<file path="src/rtl/lfsr_gen.sv">
// Parametrised Fibonacci/Galois LFSR with load, lock-up reseed and optional
// period measurement (enabled by defining LFSR_PERIOD_CNT_EN).
module lfsr_gen #(
    parameter int              WIDTH = 8,
    parameter logic [WIDTH-1:0] TAPS  = 8'hB8,
    parameter logic [WIDTH-1:0] SEED  = 8'h01,
    parameter bit              XNOR  = 1'b0
) (
    input  logic             clk_i,
    input  logic             reset_i,
    input  logic             en_i,
    input  logic             load_i,
    input  logic [WIDTH-1:0] load_val_i,
    input  logic             mode_i,
    output logic [WIDTH-1:0] out_o,
    output logic             bit_out_o,
    output logic             lockup_o,
    output logic [WIDTH-1:0] period_o,
    output logic             period_done_o
);

    logic [WIDTH-1:0] out_q, out_d;
    logic [WIDTH-1:0] lock_val;
    logic [WIDTH-1:0] fib_nxt, gal_nxt, step_nxt;
    logic             fb;
    logic             reseed;

    // XNOR polarity only affects the Fibonacci structure.
    assign lock_val  = (!mode_i && XNOR) ? '1 : '0;
    assign lockup_o  = (out_q == lock_val);
    assign fb        = (^(out_q & TAPS)) ^ XNOR;
    assign fib_nxt   = {out_q[WIDTH-2:0], fb};
    assign gal_nxt   = (out_q >> 1) ^ (out_q[0] ? TAPS : '0);
    assign step_nxt  = mode_i ? gal_nxt : fib_nxt;
    assign reseed    = en_i && lockup_o && !load_i;
    assign out_o     = out_q;
    assign bit_out_o = mode_i ? out_q[0] : out_q[WIDTH-1];

    always_comb begin
        out_d = out_q;
        if (load_i)
            out_d = load_val_i;
        else if (reseed)
            out_d = SEED;
        else if (en_i)
            out_d = step_nxt;
    end

    always_ff @(posedge clk_i or posedge reset_i) begin
        if (reset_i)
            out_q <= SEED;
        else
            out_q <= out_d;
    end

`ifdef LFSR_PERIOD_CNT_EN
    logic [WIDTH-1:0] cnt_q, cnt_d;
    logic [WIDTH-1:0] ref_q, ref_d;
    logic [WIDTH-1:0] period_q, period_d;
    logic             done_q, done_d;
    logic             mode_q;

    always_comb begin
        cnt_d    = cnt_q;
        ref_d    = ref_q;
        period_d = period_q;
        done_d   = 1'b0;
        if (load_i) begin
            cnt_d = '0;
            ref_d = load_val_i;
        end else if (reseed) begin
            cnt_d = '0;
            ref_d = SEED;
        end else if (mode_i != mode_q) begin
            // Restart measurement from the pre-step state; a step taken now counts.
            ref_d = out_q;
            cnt_d = WIDTH'(en_i);
        end else if (en_i) begin
            if (step_nxt == ref_q) begin
                period_d = cnt_q + 1'b1;
                done_d   = 1'b1;
                cnt_d    = '0;
            end else begin
                cnt_d = cnt_q + 1'b1;
            end
        end
    end

    always_ff @(posedge clk_i or posedge reset_i) begin
        if (reset_i) begin
            cnt_q    <= '0;
            ref_q    <= SEED;
            period_q <= '0;
            done_q   <= 1'b0;
            mode_q   <= 1'b0;
        end else begin
            cnt_q    <= cnt_d;
            ref_q    <= ref_d;
            period_q <= period_d;
            done_q   <= done_d;
            mode_q   <= mode_i;
        end
    end

    assign period_o      = period_q;
    assign period_done_o = done_q;
`else
    assign period_o      = '0;
    assign period_done_o = 1'b0;
`endif

endmodule

</file>
<file path="config.mk">
export PLATFORM = sky130hd
export DESIGN_NAME = lfsr_gen
export DESIGN_NICKNAME = d
export VERILOG_FILES = /design/src/rtl/lfsr_gen.sv
export SDC_FILE = /design/constraint.sdc
export NUM_CORES = 1
export LEC_CHECK = 0
export CAP_MARGIN = 20
export CORE_MARGIN = 2
export CORE_UTILIZATION = 43
export CTS_CLUSTER_DIAMETER = 60
export CTS_CLUSTER_SIZE = 8
export DETAILED_ROUTE_END_ITERATION = 8
export HOLD_SLACK_MARGIN = 0.08
export PLACE_DENSITY = 0.88
export REMOVE_ABC_BUFFERS = 1
export SETUP_SLACK_MARGIN = 0.15
export SLEW_MARGIN = 20
export SYNTH_ARGS = -nofsm -noshare
export SYNTH_HDL_FRONTEND = slang
export SYNTH_SLANG_ARGS = --single-unit
</file>
<file path="constraint.sdc">
create_clock -name clk_i -period 4.82 [get_ports clk_i]
set_input_delay 0.964 -clock clk_i [delete_from_list [all_inputs] [get_ports clk_i]]
set_output_delay 0.964 -clock clk_i [all_outputs]
set_load 0.01 [all_outputs]
</file>
-- Yosys cells after proc, flatten, opt, wreduce, memory -nomap -nowiden
Index checks and enable logic that the tools add are counted.
- register bits: 8
- input port bits: 13
- output and inout port bits: 19
- muxes and demuxes: 6
- bitwise operators: 1
- reduce and logical (&&, ||, !) cells: 6
- operators with widths (operator ; count):
    2-to-1 mux 8 bit ; 5
    zero test 8 bit ; 1
    XOR reduction 8 bit ; 1
    XOR 7 x 8 -> 8 bit ; 1
    nonzero test 3 bit ; 1
    logical AND 1 bit ; 2
    zero test 1 bit ; 1
    2-to-1 mux 1 bit ; 1

-- Depth between registers and ports, before layout
Gate-level depths: netlist of the first run.
- depth in word-level cells: 6
- gate-level depth with buffers: 5
- depth with buffers taken out: 5

-- Worst setup path after synthesis of the first run
OpenSTA, ideal clock, no wires.
- kind: input-to-output
- start: input mode_i
- end: output bit_out_o
- arrival time: 1.760 ns
- data required time: 3.856 ns
- setup slack: 2.096 ns
- cell stages on the path: 2
- path through: clkbuf_1 > mux2_2
- word-level cells in the longest chain between the ends: 1
- ends and longest elaborated chain (element ; RTL line ; text):
    start: declaration ; 14 ; input logic mode_i,
    2-to-1 mux 1 bit ; 37 ; assign bit_out_o = mode_i ? out_q[0] : out_q[WIDTH-1];
    end: declaration ; 16 ; output logic bit_out_o,
Every way passes these cells.

-- Worst setup path in the final report of the first run
Same ends and word-level chain as after synthesis.

==> results_dict.tcl, run 1 <==
set metrics [dict create \
    synthAdderAreaFrac 0.0185 \
    setup_violations 0 \
    hpwl_mm 1.11 \
    nets 107 \
    grt_pass1_wl_mm 2.54 \
    initial_core_util 0.454 \
    synth_cells 72 \
    cts_resized 0 \
    min_period_ns 3.56 \
    first_iter_violations 11 \
    total_power_uw 246 \
    final_common_cell "clkdlybuf4s50_1" \
    fin_crit_sh 0.738 \
    cp.arrival_ns 2.59 \
    clk_pin_slew_worst_paths_ns 0.06 \
    cp-start-kind "primary input" \
    core_area_um2 1490 \
    skew_ns 0.000816 \
    worstPathCellList "clkdlybuf4s50_1 > mux2_2 > clkdlybuf4s50_1" \
    firstDrtPassIters 4 \
    synth.yosys.seq_area_share 0.298 \
    cts_buffers 3 \
    rows 14 \
    postRouteWirelength_mm 1.46 \
    hold-worst-slack_ns 0.614 \
    drc 0 \
    p_leak_uw 0.000377 \
    fin_tns_setup_ns 0 \
    syn_avg_cell_area_um2 9.38 \
    drtAntennaViolNets 0 \
    slew-limit-headroom 0.611 \
    r2r-start "out_o[4]" \
    final_max_slew_viol_count 0 \
    worst_slew_pin_slew_ns 0.582 \
    path_buf_inv 2 \
    io_pins 32 \
    post-cts-setup-buffers 0 \
    die_x_um 43.6 \
    synth_top_family_by_area "compound AO/OA/AOI/OAI gates" \
    criticalPathCategory "in2out" \
    critPathTopFamily "buffers and inverters" \
    hp-start "out_o[2]" \
    dieArea_um2 1900 \
    grt_overflow 0 \
    cpMostUsedCell "clkdlybuf4s50_1" \
    htree_levels 1 \
    clock_sinks 8 \
    hold_buffers 0 \
    p_per_area_nw_per_um2 280 \
    ys_ff_latch 8 \
    clock_latency_ns 0.26 \
    vdd_ir_drop_max_mv 0.120 \
    cap_violations 0 \
    clock_path_buffers 2 \
    synthSimpleGateAreaFrac 0.143 \
    crit_required_ns 3.86 \
    grt_max_degree 19 \
    via_per_inst 5.19 \
    synthXorXnorAreaFrac 0.0722 \
    portBuffers 22 \
    synth_compound_gate_area_share 0.181 \
    clockRootBuffer "clkbuf_4" \
    die_y_um 43.6 \
    yosysWarningCount 0 \
    cp_max_fo 10 \
    mostFrequentLayoutCells "clkdlybuf4s50_1 (22), conb_1 (9), mux2i_1 (7), o21ai_1 (7), dfrtp_1 (7)" \
    area_delta_synth_final_pct 30.0 \
    wl_per_cell_um 13.5 \
    muxShareOfSynthArea 0.120 \
    route.vias.total 560 \
    largest_reg_flops 8 \
    crit_slowest_cell "clkdlybuf4s50_1" \
    critPathMaxStageDelay_ns 0.77 \
    worstSetupEndpointType "output port" \
    grt_usage 0.183 \
    fillerInstances 132 \
    diodes 0 \
    status "complete, no violations" \
    finalHoldViolCount 0 \
    max_freq_mhz 281 \
    first_global_vias 540 \
    fin_util 0.590 \
    gp_congestion 0.757 \
    cp-startpoint "mode_i" \
    drive_gt1_frac 0.0870 \
    cts_tree "yes" \
    syn-cell-area_um2 676 \
    r2r_slack_ns 3.02 \
    synthDistinctLibCells 25 \
    rsz0062_at_grt "false" \
    hold_path_class "reg2reg" \
    grt_antenna_before_repair 0 \
]
power by group:
| group | internal [uW] | switching [uW] |
|---|---|---|
| Combinational | 53.9 | 37.7 |
| Clock | 31.8 | 25.5 |
| Sequential | 77.4 | 20.0 |
cell usage after synthesis:
cell | instances | area, um^2
buf_4 | 9 | 67.6
a21oi_1 | 6 | 30.0
xor2_1 | 3 | 26.3
ha_1 | 1 | 12.5
mux2_2 | 1 | 11.3
o31a_1 | 1 | 8.76
buf_6 | 1 | 11.3
conb_1 | 1 | 3.75
nor2b_1 | 1 | 6.26
o41ai_4 | 1 | 27.5
o311ai_0 | 1 | 8.76
or4b_4 | 1 | 13.8
o21ai_1 | 7 | 35.0
nor4_2 | 1 | 12.5
nand2_1 | 2 | 7.51
inv_1 | 4 | 15.0
dfstp_2 | 1 | 26.3
mux2i_1 | 7 | 70.1
clkbuf_1 | 4 | 15.0
dfrtp_1 | 7 | 175
xnor3_1 | 1 | 22.5
nor3b_1 | 6 | 45.0
nor2_1 | 3 | 11.3
a22oi_1 | 1 | 7.51
o21ai_0 | 1 | 5.00
cell type report:
type	count	area [um^2]	share of cell area
Inverter	4	15.0	0.0171
Sequential cell	8	201	0.229
Multi-Input combinational cell	54	395	0.450
Timing Repair Buffer	22	220	0.251
Tap cell	16	20.0	0.0228
Clock buffer	4	26.3	0.0299
per-layer routing:
metal / GRT usage / part of all wire / vias to the layer above
met2: 0.291 / 0.48 / 28
li1: - / - / 275
met3: 0.0333 / 0.082 / 0
met5: 0 / 0 / -
met1: 0.238 / 0.43 / 257
met4: 0.0909 / 0 / 0
worst register-to-register path, cell delays in order (launching register included):
cell	delay, ns
dfrtp_1	0.43
inv_1	0.08
ha_1	0.13
or4b_4	0.48
o41ai_4	0.40
o21ai_1	0.15
through the flow:
step                      cell area, um^2  worst slack, ns  cells
after floorplan                       612             2.47     66
after global placement                852             1.27    104
after detailed placement              852             1.27    104
after CTS                             878             1.26    108
after global routing                  878             1.20    108
final                                 878             1.26    108
cell families (layout without fill, tap and decap cells):
group	Yosys count	in the layout
buf+inv	18	30
fa+ha+maj	1	1
simple gates	14	14
xor+xnor	4	4
compound gates	18	18
flops	8	8
mux	8	8
other cells	1	9
path summary, 6_finish.rpt:
| path | endpoint | cells after the start |
|---|---|---|
| max | bit_out_o | 3 |
| min in group asynchronous | out_o[3] | 2 |
| max in group asynchronous | out_o[0] | 2 |
| min reg2reg | out_o[2] | 2 |
| max reg2reg | out_o[3] | 5 |
| min | out_o[2] | 2 |
Power figures use the tool's default switching activity.
==> run 2: changes to the inputs <==
--- a/config.mk
+++ b/config.mk
@@ -7,12 +7,12 @@
 export LEC_CHECK = 0
 export CAP_MARGIN = 20
 export CORE_MARGIN = 2
-export CORE_UTILIZATION = 43
+export CORE_UTILIZATION = 36
 export CTS_CLUSTER_DIAMETER = 60
 export CTS_CLUSTER_SIZE = 8
 export DETAILED_ROUTE_END_ITERATION = 8
 export HOLD_SLACK_MARGIN = 0.08
-export PLACE_DENSITY = 0.88
+export PLACE_DENSITY = 0.79
 export REMOVE_ABC_BUFFERS = 1
 export SETUP_SLACK_MARGIN = 0.15
 export SLEW_MARGIN = 20
==> constraint.sdc (replaced) <==
create_clock -name clk_i -period 3.1 [get_ports clk_i]
set_input_delay 0.62 -clock clk_i [delete_from_list [all_inputs] [get_ports clk_i]]
set_output_delay 0.62 -clock clk_i [all_outputs]
set_load 0.01 [all_outputs]
==> results_dict.tcl, run 2 (same netlist as run 1, synthesis figures left out) <==
set metrics [dict create \
    final_max_slew_viol_count 0 \
    drive_gt1_frac 0.0968 \
    p_leak_uw 0.000400 \
    r2r_cells 5 \
    hold_buffers 0 \
    met2_length_um 810 \
    firstDrtPassIters 4 \
    slew-limit-headroom 0.592 \
    met3_length_um 89 \
    max_freq_mhz 393 \
    hpwl_mm 1.13 \
    cts_resized 0 \
    worstSetupEndpointType "output port" \
    io_pins 32 \
    clock_latency_ns 0.27 \
    cp-start-kind "primary input" \
    critPathMaxStageDelay_ns 0.49 \
    rsz0062_at_grt "false" \
    p_sw_uw 130 \
    fin_ws_ns 0.556 \
    vdd_ir_drop_max_mv 0.155 \
    grt_overflow 0 \
    internal_power_uw 254 \
    stdcell_count 118 \
    area_delta_synth_final_pct 33.1 \
    cap_violations 0 \
    fin_tns_setup_ns 0 \
    die_x_um 47.3 \
    final_common_cell "clkdlybuf4s50_1" \
    largest_reg_flops 8 \
    worst_slew_pin_slew_ns 0.611 \
    drtAntennaViolNets 0 \
    crit_required_ns 2.48 \
    p_per_area_nw_per_um2 427 \
    regArea_um2 201 \
    p_seq_frac 0.391 \
    p_comb_frac 0.374 \
    finalHoldViolCount 0 \
    hold_path_class "in2async" \
    portBuffers 22 \
    multi_input_area_um2 395 \
    cp_max_fo 2 \
    criticalPathCategory "in2out" \
    rows 15 \
    hold-worst-slack_ns 0.606 \
    clock_path_buffers 2 \
    cts_tree "yes" \
    worstPathCellList "clkdlybuf4s50_1 > mux2_2 > clkdlybuf4s50_1" \
    via_per_inst 4.92 \
    p_clk_frac 0.235 \
    grt_max_degree 19 \
    post-cts-setup-buffers 0 \
    die_y_um 47.3 \
    htree_levels 1 \
    grt_antenna_before_repair 0 \
    gp_congestion 0.766 \
    cts_buffers 3 \
    dp_slack_ns 0.536 \
    grt_pass1_wl_mm 2.33 \
    first_iter_violations 7 \
    clockRootBuffer "clkbuf_4" \
    clock_sinks 8 \
    first_global_vias 531 \
    min_period_ns 2.54 \
    status "complete, no violations" \
    grt_usage 0.154 \
    postRouteWirelength_mm 1.53 \
    fillerInstances 174 \
    initial_core_util 0.387 \
    drc 0 \
    path_depth 3 \
    wl_per_cell_um 12.9 \
    setup_violations 0 \
    mostFrequentLayoutCells "clkdlybuf4s50_1 (21), conb_1 (9), mux2i_1 (7), o21ai_1 (7), dfrtp_1 (7)" \
    placedCellCount 114 \
    clk_pin_slew_worst_paths_ns 0.07 \
    route.vias.total 580 \
    cpMostUsedCell "clkdlybuf4s50_1" \
    fin_crit_sh 0.821 \
    p_sw_frac 0.338 \
    path_buf_inv 2 \
    cp.arrival_ns 1.92 \
    critPathTopFamily "buffers and inverters" \
    skew_ns 0.0120 \
    nets 108 \
    dieArea_um2 2240 \
    highest_layer "met4" \
    core_area_um2 1750 \
    crit_slowest_cell "clkdlybuf4s50_1" \
    diodes 0 \
    drt-met1-wl_um 615 \
]
[run 2: cell count changes in the layout (fill, tap and decap cells not counted)]
cell and delta:
dlymetal6s2s_1 +1, clkdlybuf4s50_1 -1, buf_4 +1
[run 2: cell type report]
cell class / instances / area share
Multi-Input combinational cell: 54 / 0.439
Timing Repair Buffer: 23 / 0.256
Sequential cell: 8 / 0.224
Tap cell: 25 / 0.0348
Clock buffer: 4 / 0.0292
Inverter: 4 / 0.0167
[run 2: path summary, 6_finish.rpt]
kind | from | to | slack, ns
max reg2reg | out_o[4] | out_o[1] | 1.30
min in group clk_i | out_o[2] | out_o[2] | 0.64
min | reset_i | out_o[4] | 0.61
min reg2reg | out_o[2] | out_o[2] | 0.64
max in group asynchronous | reset_i | out_o[0] | 2.18
max | mode_i | bit_out_o | 0.56
[run 2: metal layers]
metal  track usage  vias to the layer above
li1              -                      278
met1         0.164                      278
met2         0.276                       22
met3        0.0231                        2
met4         0.100                        0
met5             0                        -
[run 2: per-stage QoR]
step / cell area [um^2] / power [uW] / util
after floorplan: 612 / 224 / -
after global placement: 871 / 292 / 0.499
after detailed placement: 871 / 296 / 0.499
after CTS: 897 / 391 / 0.514
after global routing: 900 / 409 / 0.515
final: 900 / 384 / 0.515
[run 2: power groups by stage]
stage	registers, uW	logic [uW]	clock network [uW]
after floorplan	152	71.3	0
after global placement	152	140	0
after detailed placement	152	144	0
after CTS	150	145	95.9
after global routing	154	160	95.8
final	150	144	90.5
